--- config.mk ---
export PLATFORM = sky130hd
export DESIGN_NAME = uart_tx_cfg
export DESIGN_NICKNAME = d
export VERILOG_FILES = /design/src/rtl/uart_tx_cfg.sv
export SDC_FILE = /design/constraint.sdc
export NUM_CORES = 1
export LEC_CHECK = 0
export ABC_CLOCK_PERIOD_IN_PS = 4600
export CAP_MARGIN = 20
export CORE_MARGIN = 10
export CORE_UTILIZATION = 63
export DETAILED_ROUTE_END_ITERATION = 8
export DONT_BUFFER_PORTS = 1
export GPL_TIMING_DRIVEN = 0
export HOLD_SLACK_MARGIN = 0.06
export PLACE_DENSITY = 0.79
export SYNTH_ARGS = -nofsm -noshare
export SYNTH_HDL_FRONTEND = slang
export SYNTH_HIERARCHICAL = 1
export SYNTH_SLANG_ARGS = --single-unit
--- constraint.sdc ---
create_clock -name clk -period 4.6 [get_ports clk]
set_input_delay 0.46 -clock clk [delete_from_list [all_inputs] [get_ports clk]]
set_output_delay 0.46 -clock clk [all_outputs]
set_load 0.03 [all_outputs]
--- src/rtl/uart_tx_cfg.sv ---
// UART transmitter with integrated TX FIFO, runtime baud divisor and frame format.
// Optional parity stage is compiled in with `define UART_TX_PARITY_EN.

// Generic single-clock FIFO; registered level, combinational head read.
// Latency: a pushed word is visible at rd_dat / level one cycle after the push edge.
// Backpressure: push is ignored when full, pop is ignored when empty.
module uart_tx_cfg_fifo #(
  parameter int W     = 8,
  parameter int DEPTH = 16
) (
  input  logic                     clk,
  input  logic                     rst_n,
  input  logic                     push,
  input  logic [W-1:0]             wr_dat,
  input  logic                     pop,
  output logic [W-1:0]             rd_dat,
  output logic [$clog2(DEPTH):0]   level
);
  localparam int AW = $clog2(DEPTH);
  localparam logic [AW:0] FULL = (AW+1)'(DEPTH);

  logic [W-1:0]  mem_q [DEPTH];
  logic [AW-1:0] wr_ptr_q, wr_ptr_d;
  logic [AW-1:0] rd_ptr_q, rd_ptr_d;
  logic [AW:0]   level_q, level_d;
  logic          do_push, do_pop;

  always_comb begin
    do_push  = push && (level_q != FULL);
    do_pop   = pop && (level_q != '0);
    wr_ptr_d = do_push ? wr_ptr_q + AW'(1) : wr_ptr_q;
    rd_ptr_d = do_pop ? rd_ptr_q + AW'(1) : rd_ptr_q;
    level_d  = level_q;
    case ({do_push, do_pop})
      2'b10:   level_d = level_q + (AW+1)'(1);
      2'b01:   level_d = level_q - (AW+1)'(1);
      default: level_d = level_q;
    endcase
  end

  always_ff @(posedge clk) begin
    if (!rst_n) begin
      wr_ptr_q <= '0;
      rd_ptr_q <= '0;
      level_q  <= '0;
    end else begin
      wr_ptr_q <= wr_ptr_d;
      rd_ptr_q <= rd_ptr_d;
      level_q  <= level_d;
    end
  end

  // Storage needs no reset: the pointers define which entries are live.
  always_ff @(posedge clk) begin
    if (do_push) mem_q[wr_ptr_q] <= wr_dat;
  end

  assign rd_dat = mem_q[rd_ptr_q];
  assign level  = level_q;
endmodule

// Serialises queued words LSB-first: start, data, optional parity, stop bits.
// Latency: tx falls on the edge after the push into an empty idle block; frames run back-to-back.
// Backpressure: ready drops while the FIFO holds FIFO_DEPTH words (and for the reset cycle).
module uart_tx_cfg #(
  parameter int CLK_HZ     = 50000000,
  parameter int BAUD       = 921600,
  parameter int DATA_BITS  = 8,
  parameter int STOP_BITS  = 1,
  parameter int DIV_W      = 16,
  parameter int FIFO_DEPTH = 16
) (
  input  logic                          clk,
  input  logic                          rst_n,
  input  logic [DATA_BITS-1:0]          data,
  input  logic                          valid,
  output logic                          ready,
  input  logic [DIV_W-1:0]              baud_div,
  input  logic [1:0]                    parity_mode,
  output logic                          tx,
  output logic                          busy,
  output logic [$clog2(FIFO_DEPTH):0]   fifo_level
);
  localparam int LW  = $clog2(FIFO_DEPTH) + 1;
  localparam int DIV = (CLK_HZ + BAUD/2) / BAUD;
  localparam logic [DIV_W-1:0] DIV_V    = DIV_W'(DIV);
  localparam logic [LW-1:0]    FULL     = LW'(FIFO_DEPTH);
  localparam logic [3:0]       LAST_BIT = 4'(DATA_BITS-1);
  localparam logic             LAST_STP = 1'(STOP_BITS-1);

`ifdef UART_TX_PARITY_EN
  typedef enum logic [2:0] {S_IDLE, S_START, S_DATA, S_PARITY, S_STOP} state_t;
`else
  typedef enum logic [2:0] {S_IDLE, S_START, S_DATA, S_STOP} state_t;
`endif

  state_t                 state_q, state_d;
  logic [DIV_W-1:0]       cnt_q, cnt_d;
  logic [DIV_W-1:0]       div_q, div_d;
  logic [3:0]             bit_q, bit_d;
  logic                   stop_q, stop_d;
  logic [DATA_BITS-1:0]   shift_q, shift_d;
  logic                   tx_q, tx_d;
  logic                   busy_q, busy_d;
  logic                   rdy_en_q;
`ifdef UART_TX_PARITY_EN
  logic                   par_en_q, par_en_d;
  logic                   par_bit_q, par_bit_d;
`else
  logic                   unused_parity_mode;
  assign unused_parity_mode = ^parity_mode;
`endif

  logic                   push, pop, start_frame, bit_end, fifo_nempty;
  logic [DATA_BITS-1:0]   head;
  logic [DIV_W-1:0]       eff_div;

  uart_tx_cfg_fifo #(
    .W     (DATA_BITS),
    .DEPTH (FIFO_DEPTH)
  ) u_fifo (
    .clk    (clk),
    .rst_n  (rst_n),
    .push   (push),
    .wr_dat (data),
    .pop    (pop),
    .rd_dat (head),
    .level  (fifo_level)
  );

  assign ready       = rdy_en_q && (fifo_level != FULL);
  assign push        = valid && ready;
  assign fifo_nempty = (fifo_level != '0);
  assign eff_div     = (baud_div == '0) ? DIV_V : baud_div;
  assign bit_end     = (cnt_q == '0);
  assign pop         = start_frame;

  always_comb begin
    state_d     = state_q;
    cnt_d       = cnt_q;
    div_d       = div_q;
    bit_d       = bit_q;
    stop_d      = stop_q;
    shift_d     = shift_q;
    tx_d        = tx_q;
    busy_d      = busy_q;
    start_frame = 1'b0;
`ifdef UART_TX_PARITY_EN
    par_en_d    = par_en_q;
    par_bit_d   = par_bit_q;
`endif

    case (state_q)
      S_IDLE: begin
        tx_d   = 1'b1;
        busy_d = 1'b0;
        if (fifo_nempty) start_frame = 1'b1;
      end
      S_START: begin
        if (bit_end) begin
          state_d = S_DATA;
          cnt_d   = div_q - DIV_W'(1);
          bit_d   = '0;
          tx_d    = shift_q[0];
          shift_d = shift_q >> 1;
        end else begin
          cnt_d = cnt_q - DIV_W'(1);
        end
      end
      S_DATA: begin
        if (bit_end) begin
          cnt_d = div_q - DIV_W'(1);
          if (bit_q == LAST_BIT) begin
`ifdef UART_TX_PARITY_EN
            if (par_en_q) begin
              state_d = S_PARITY;
              tx_d    = par_bit_q;
            end else begin
              state_d = S_STOP;
              stop_d  = 1'b0;
              tx_d    = 1'b1;
            end
`else
            state_d = S_STOP;
            stop_d  = 1'b0;
            tx_d    = 1'b1;
`endif
          end else begin
            bit_d   = bit_q + 4'd1;
            tx_d    = shift_q[0];
            shift_d = shift_q >> 1;
          end
        end else begin
          cnt_d = cnt_q - DIV_W'(1);
        end
      end
`ifdef UART_TX_PARITY_EN
      S_PARITY: begin
        if (bit_end) begin
          state_d = S_STOP;
          cnt_d   = div_q - DIV_W'(1);
          stop_d  = 1'b0;
          tx_d    = 1'b1;
        end else begin
          cnt_d = cnt_q - DIV_W'(1);
        end
      end
`endif
      S_STOP: begin
        if (bit_end) begin
          if (stop_q == LAST_STP) begin
            // Chain straight into the next start bit when a word is waiting.
            if (fifo_nempty) begin
              start_frame = 1'b1;
            end else begin
              state_d = S_IDLE;
              tx_d    = 1'b1;
              busy_d  = 1'b0;
            end
          end else begin
            stop_d = 1'b1;
            cnt_d  = div_q - DIV_W'(1);
          end
        end else begin
          cnt_d = cnt_q - DIV_W'(1);
        end
      end
      default: begin
        state_d = S_IDLE;
        tx_d    = 1'b1;
        busy_d  = 1'b0;
      end
    endcase

    // Frame configuration is captured only here, so mid-frame input changes are ignored.
    if (start_frame) begin
      state_d = S_START;
      shift_d = head;
      div_d   = eff_div;
      cnt_d   = eff_div - DIV_W'(1);
      tx_d    = 1'b0;
      busy_d  = 1'b1;
`ifdef UART_TX_PARITY_EN
      par_en_d = (parity_mode != 2'b00);
      case (parity_mode)
        2'b01:   par_bit_d = ^head;
        2'b10:   par_bit_d = ~^head;
        2'b11:   par_bit_d = 1'b1;
        default: par_bit_d = 1'b0;
      endcase
`endif
    end
  end

  always_ff @(posedge clk) begin
    if (!rst_n) begin
      state_q   <= S_IDLE;
      cnt_q     <= '0;
      div_q     <= DIV_V;
      bit_q     <= '0;
      stop_q    <= 1'b0;
      shift_q   <= '0;
      tx_q      <= 1'b1;
      busy_q    <= 1'b0;
      rdy_en_q  <= 1'b0;
`ifdef UART_TX_PARITY_EN
      par_en_q  <= 1'b0;
      par_bit_q <= 1'b0;
`endif
    end else begin
      state_q   <= state_d;
      cnt_q     <= cnt_d;
      div_q     <= div_d;
      bit_q     <= bit_d;
      stop_q    <= stop_d;
      shift_q   <= shift_d;
      tx_q      <= tx_d;
      busy_q    <= busy_d;
      rdy_en_q  <= 1'b1;
`ifdef UART_TX_PARITY_EN
      par_en_q  <= par_en_d;
      par_bit_q <= par_bit_d;
`endif
    end
  end

  assign tx   = tx_q;
  assign busy = busy_q;
endmodule

# Word-level counts from Yosys, hierarchy flattened
# Memories as Yosys holds them, arrays and structs flattened. A register that Yosys moved wholly into a read port is not among the register bits.
# Index checks and enable logic that the tools add are counted.
[classes]
add_sub_neg = 8
multipliers = 0
div_mod_pow = 0
n_lt_le_gt_ge = 0
n_eq_ne = 24
shift = 0
mux = 51
bitwise_logic = 2
reduce_logical = 23
[ops]
columns = ["cell", "n"]
rows = [
  ["16-bit 2-to-1 mux", 5],
  ["16-bit by 1-bit subtractor with 16-bit output (second input constant)", 3],
  ["16-bit logical NOT", 2],
  ["8-bit 2-to-1 mux", 4],
  ["16-bit one-hot mux with 2 select lines", 1],
  ["1-bit 2-to-1 mux", 22],
  ["3-bit by 2-bit != test with 1-bit output (second input constant)", 7],
  ["4-bit 2-to-1 mux", 5],
  ["3-bit 2-to-1 mux", 6],
  ["8-bit one-hot mux with 2 select lines", 1],
  ["4-bit AND reduction", 4],
  ["2-bit != test (second input constant)", 7],
  ["7-bit AND reduction", 2],
  ["4-bit by 1-bit adder with 4-bit output (second input constant)", 3],
  ["3-bit one-hot mux with 4 select lines", 1],
  ["5-bit one-hot mux with 2 select lines", 1],
  ["4-bit one-hot mux with 2 select lines", 1],
  ["3-bit by 2-bit == test with 1-bit output (second input constant)", 2],
  ["1-bit one-hot mux with 2 select lines", 3],
  ["2-bit nonzero test", 3],
  ["3-bit nonzero test", 2],
  ["5-bit by 1-bit adder with 5-bit output (second input constant)", 1],
  ["5-bit != test (second input constant)", 1],
  ["5-bit AND reduction", 1],
  ["14 further kinds", 20],
]
[totals]
regBits = 64
latch_bits = 0
ramBits = 128
romBits = 0
input_bits = 29
out_inout_bits = 8
word_cells = 122
memories = 1
[memory_table]
columns = ["memory", "words", "width", "read_ports", "rd_ports_with_merged_regs", "write_ports", "line_no", "rtl"]
rows = [
  ["u_fifo.mem_q", 16, 8, 1, 1, 1, "22", "logic [W-1:0] mem_q [DEPTH];"],
]

# Depth between registers and ports, before layout
[depth]
word_depth = 8
mapped_depth = 17
mapped_depth_nobuf = 13

# By module
# Netlist, hierarchy kept.
[modules_own_cells]
columns = ["module", "instances", "cells_each", "area_per_inst_um2", "seq_area_each_um2"]
rows = [
  ["uart_tx_cfg_fifo", 1, 295, 5796.8, 4184.0],
  ["uart_tx_cfg", 1, 337, 2792.7, 980.9],
]

# Worst setup path after synthesis
# Ideal clock, no wire load.
[synth_timing]
kind = "register to register"
start = "reg u_fifo.level_q[2], in the netlist u_fifo/level[2]"
end = "reg u_fifo.level_q[2], in the netlist u_fifo/level[2]"
setup_ns = 0.061
t_arrival_ns = 3.707
required_ns = 4.539
path_slack_ns = 0.833
stages_incl_launch_ff = 15
path_buffers = 2
period_less_slack_ns = 3.767
cell_sequence = "dfxtp_1 nor4_2 a21boi_0 and2_1 o21a_1 buf_6 inv_1 ha_1 clkbuf_1 xor2_1 ha_1 a21oi_1 xor2_1 or4b_2 nand2_1"
[synth_between]
word_cells_on_any_way = 16
cone_classes = "add/sub (2); eq/ne (3); mux (5); reduce/logical (6)"
[synth_rtl]
columns = ["element", "line_no", "rtl"]
rows = [
  ["from (decl)", "25", "logic [AW:0] level_q, level_d;"],
  ["from (signal assigned)", "49", "level_q <= level_d;"],
  ["5-bit != test *", "131", "assign ready = rdy_en_q && (fifo_level != FULL);"],
  ["1-bit logical AND *", "131", ""],
  ["via ready", "77", "output logic ready,"],
  ["1-bit logical AND *", "132", "assign push = valid && ready;"],
  ["via push", "114", "logic push, pop, start_frame, bit_end, fifo_nempty;"],
  ["1-bit logical AND *", "29", "do_push = push && (level_q != FULL);"],
  ["2-bit by 1-bit == test with 1-bit output / 2-bit == test (equally long branches)", "34", "case ({do_push, do_pop})"],
  ["5-bit one-hot mux with 2 select lines / 2-bit nonzero test (equally long branches)", "--", ""],
]
# The timed path passes the listed nets; every way through them passes the cells marked *.
# A chain may end at the register's enable or synchronous reset.

# Worst setup path after layout
# Same ends and word-level chain as after synthesis.

==> impl_metrics.yaml <==
layout:
  most-common-layout-cells: "sky130_fd_sc_hd__edfxtp_1, sky130_fd_sc_hd__dfxtp_1, sky130_fd_sc_hd__nand2_1"
  antenna_cells: 0
  design_area_sq_um: 9430
  post_layout_nonfiller_instances: 844
  drive_above_1_share_pct: 16.3
  mostFrequentLayoutCell: "sky130_fd_sc_hd__edfxtp_1"
  layout.nets: 698
  area_growth_pct: 9.80
worst_setup_path:
  critical_path_peak_fanout: 10
  crit_required_ps: 4990
  timing.critical_path.from_type: "flip-flop"
  path_class: "flip-flop to flip-flop"
  worstSetupEndpointType: "flip-flop"
  timing.critical_path.arrival_ps: 4630
power_and_ir_drop:
  worst_ir_drop_vdd_mv: 0.357
  power.net_switching_mw: 1.90
  cell_internal_power_mw: 3.48
  comb_power_share_pct: 32.3
  pwr_density_cell_nw_per_um2: 571
  clock_power_share_pct: 27.5
  total_leakage_power_nw: 3.16
  seq_power_share_pct: 40.2
  swShare_pct: 35.4
yosys:
  synth_ff_type: "sky130_fd_sc_hd__edfxtp_1"
  number_of_enable_flip_flop_cells_after_synthesis: 128
  yosys_register_bits: 194
  cell_area_after_technology_mapping_sq_um: 8590
  postSynthCellCount: 632
  netlist-cell-type-count: 62
  asyncSetResetFlopFracSynth_pct: 0
  synth_fp_nets: 675
  seq_area_frac_synth_pct: 60.1
  synth-warning-count: 6
  average_instance_area_after_synthesis_sq_um: 13.6
global_route:
  global_route.overflow_total: 0
  first_global_vias: 5567
  antenna_found_initial: 0
  grt_use_total_pct: 22.6
  grt_max_degree: 20
  grt_pass1_wl_um: 31800
floorplan:
  io_pins: 37
  fp.dieArea_sq_um: 18700
  die_x_um: 137
  initial_utilization_pct: 64.6
  floorplan.core_area_sq_um: 13300
  placement_rows: 42
  floorplan.die.height_um: 137
clock_network:
  clk-insertion-delay-late_ps: 450
  clkSinkCount: 194
  cts_buffers: 17
  clock_path_buffers: 2
  cts_tree: "done"
  clock_pin_slew_of_the_registers_on_the_worst_case_setup_and_hold_paths_ps: 80
  post_cts.repair.setup_buffers: 0
  htree_levels: 4
  ctsRootBufferMaster: "sky130_fd_sc_hd__clkbuf_16"
run_status:
  outcome: "completed"
sta:
  fin_hold_ws_ps: 103
  clock.fmax_mhz: 236
  finalCriticalPeriod_ps: 4240
  post-route-worst-setup-slack_ps: 360
  final-hold-violation-count: 0
  setup_violations_final: 0
  worstMarginPinSlew_ps: 1080
  period_share_pct: 92.2
  fin_skew_ps: 11.4
  maxSlewHeadroom_pct: 27.6
  rsz0062_at_grt: "false"
  timing_max_transition_violations_final: 0
  timing.setup.tns_ps: 0
placement:
  gpl.final_weighted_congestion: 0.955
  pre_cts_ws_ps: 77.6
  post_detailed_placement_cell_area_sq_um: 8830
  place.detailed.hpwl_um: 13600
  port_buffers: 0
  place_inst: 812
detailed_routing:
  number_of_detailed_routing_iterations_run_before_antenna_repair: 5
  post_route_drc: 0
  drt-wirelength-per-cell_um: 23.7
  routed-via-count: 5536
  vias_per_cell: 6.56
  drtAntennaViolNets: 0
  drtIter0Drc: 770
  routed_wl_um: 20000
worst_hold_path:
  timing.hold.worst.class: "input port to flip-flop"
run:
  drv.max_cap_violation_count: 0
[cells in the mapped netlist (3+ instances only)]
| cell | number | share of area [%] |
|---|---|---|
| sky130_fd_sc_hd__a211oi_1 | 11 | 0.96 |
| sky130_fd_sc_hd__a21o_1 | 10 | 0.87 |
| sky130_fd_sc_hd__a21oi_1 | 34 | 2.0 |
| sky130_fd_sc_hd__a311oi_1 | 4 | 0.41 |
| sky130_fd_sc_hd__a31oi_1 | 6 | 0.44 |
| sky130_fd_sc_hd__and2_1 | 12 | 0.87 |
| sky130_fd_sc_hd__buf_1 | 5 | 0.22 |
| sky130_fd_sc_hd__buf_2 | 4 | 0.23 |
| sky130_fd_sc_hd__buf_4 | 6 | 0.52 |
| sky130_fd_sc_hd__buf_6 | 4 | 0.52 |
| sky130_fd_sc_hd__clkbuf_1 | 17 | 0.74 |
| sky130_fd_sc_hd__dfxtp_1 | 66 | 15 |
| sky130_fd_sc_hd__edfxtp_1 | 128 | 45 |
| sky130_fd_sc_hd__ha_1 | 14 | 2.0 |
| sky130_fd_sc_hd__inv_1 | 9 | 0.39 |
| sky130_fd_sc_hd__mux2_2 | 3 | 0.39 |
| sky130_fd_sc_hd__mux2i_1 | 20 | 2.3 |
| sky130_fd_sc_hd__mux4_2 | 40 | 10 |
| sky130_fd_sc_hd__nand2_1 | 54 | 2.4 |
| sky130_fd_sc_hd__nand2b_1 | 4 | 0.29 |
| sky130_fd_sc_hd__nand3_1 | 6 | 0.35 |
| sky130_fd_sc_hd__nand4_1 | 6 | 0.44 |
| sky130_fd_sc_hd__nand4b_1 | 3 | 0.31 |
| sky130_fd_sc_hd__nor2_1 | 45 | 2.0 |
| sky130_fd_sc_hd__nor2b_1 | 5 | 0.36 |
| sky130_fd_sc_hd__nor3_1 | 11 | 0.64 |
| sky130_fd_sc_hd__nor4_1 | 8 | 0.58 |
| sky130_fd_sc_hd__nor4_2 | 3 | 0.44 |
| sky130_fd_sc_hd__o21a_1 | 4 | 0.35 |
| sky130_fd_sc_hd__o21ai_0 | 28 | 1.6 |
| sky130_fd_sc_hd__o22ai_1 | 5 | 0.36 |
| sky130_fd_sc_hd__o31ai_1 | 3 | 0.26 |
| sky130_fd_sc_hd__or3_1 | 4 | 0.29 |
| sky130_fd_sc_hd__or4_1 | 3 | 0.26 |
| sky130_fd_sc_hd__xnor2_1 | 11 | 1.1 |
| sky130_fd_sc_hd__xor2_1 | 4 | 0.41 |
[final cells by class]
cell class,count,area [sq um]
timing repair buffer,5,30.0
clock buffer,17,425
inverter,11,41.3
fill,880,3860
multi-input combinational,391,3200
tap,176,220
clock inverter,15,161
buffer,35,189
sequential,194,5160
[flip-flops by register name, summed over array words and instances, names as in the netlist, 2 cells and up, named ones only]
register and flops:
bit_q 4, cnt_q 16, div_q 16, shift_q 8, state_q 2, u_fifo/level 5, u_fifo/mem_q 128, u_fifo/rd_ptr_q 4
u_fifo/wr_ptr_q 4
[through the flow]
stage	utilization, %	power [mW]
global route	70.9	5.63
detailed placement	66.4	3.88
floorplan	-	3.47
global placement	66.3	3.81
finish	70.9	5.38
CTS	70.9	5.36
[power by group through the flow]
stage / Clock [mW] / Combinational (mW) / Sequential (mW)
5_1_grt: 1.57 / 1.89 / 2.18
3_3_place_gp: 0 / 1.62 / 2.19
2_1_floorplan: 0 / 1.31 / 2.16
4_1_cts: 1.49 / 1.71 / 2.16
3_5_place_dp: 0 / 1.68 / 2.20
6_report: 1.48 / 1.74 / 2.16
[critical path: stages (launching register included)]
cell	delay, ps
sky130_fd_sc_hd__dfxtp_1	730
sky130_fd_sc_hd__nor4_4	120
sky130_fd_sc_hd__a21boi_0	880
sky130_fd_sc_hd__and2_1	270
sky130_fd_sc_hd__o21a_1	150
sky130_fd_sc_hd__buf_6	140
sky130_fd_sc_hd__inv_1	50
sky130_fd_sc_hd__ha_1	200
sky130_fd_sc_hd__clkbuf_1	210
sky130_fd_sc_hd__xor2_1	190
sky130_fd_sc_hd__ha_1	220
sky130_fd_sc_hd__a21oi_1	190
sky130_fd_sc_hd__xor2_1	110
sky130_fd_sc_hd__or4b_2	620
sky130_fd_sc_hd__nand2_1	80
[layer usage]
layer,part of all wire [%],GRT usage (%),up-vias
met4,2.1,7.99,0
met3,7.5,6.01,41
li1,-,-,2468
met1,40,28.0,2756
met5,0,0,-
met2,51,37.5,271
[worst paths after layout]
path                                 from                           end  slack, ps  depth (start not counted)
max          u_fifo/level[2]$_SDFFE_PN0P_  u_fifo/level[2]$_SDFFE_PN0P_        360                         14
min                               data[0]  u_fifo/mem_q[3][0]$_DFFE_PP_        100                          0
max reg2reg  u_fifo/level[2]$_SDFFE_PN0P_  u_fifo/level[2]$_SDFFE_PN0P_        360                         14
min reg2reg         div_q[0]$_SDFFE_PN0N_         div_q[0]$_SDFFE_PN0N_        460                          2
[cells by family after synthesis]
family	share of synthesized area, %
DFF	60.1
adders and majority gates	2.04
and+or+nand+nor	10.9
xor gates and xnor gates	1.53
AOI/OAI and AO/OA	8.78
buffers and inverters	2.72
muxes	13.9
[timing repair]
action,in CTS,in global routing
setup endpoints to repair,0,2
hold buffers,1,0
hold endpoints to repair,1,0
resized for setup,0,1
(Power assumes the default switching activity.)
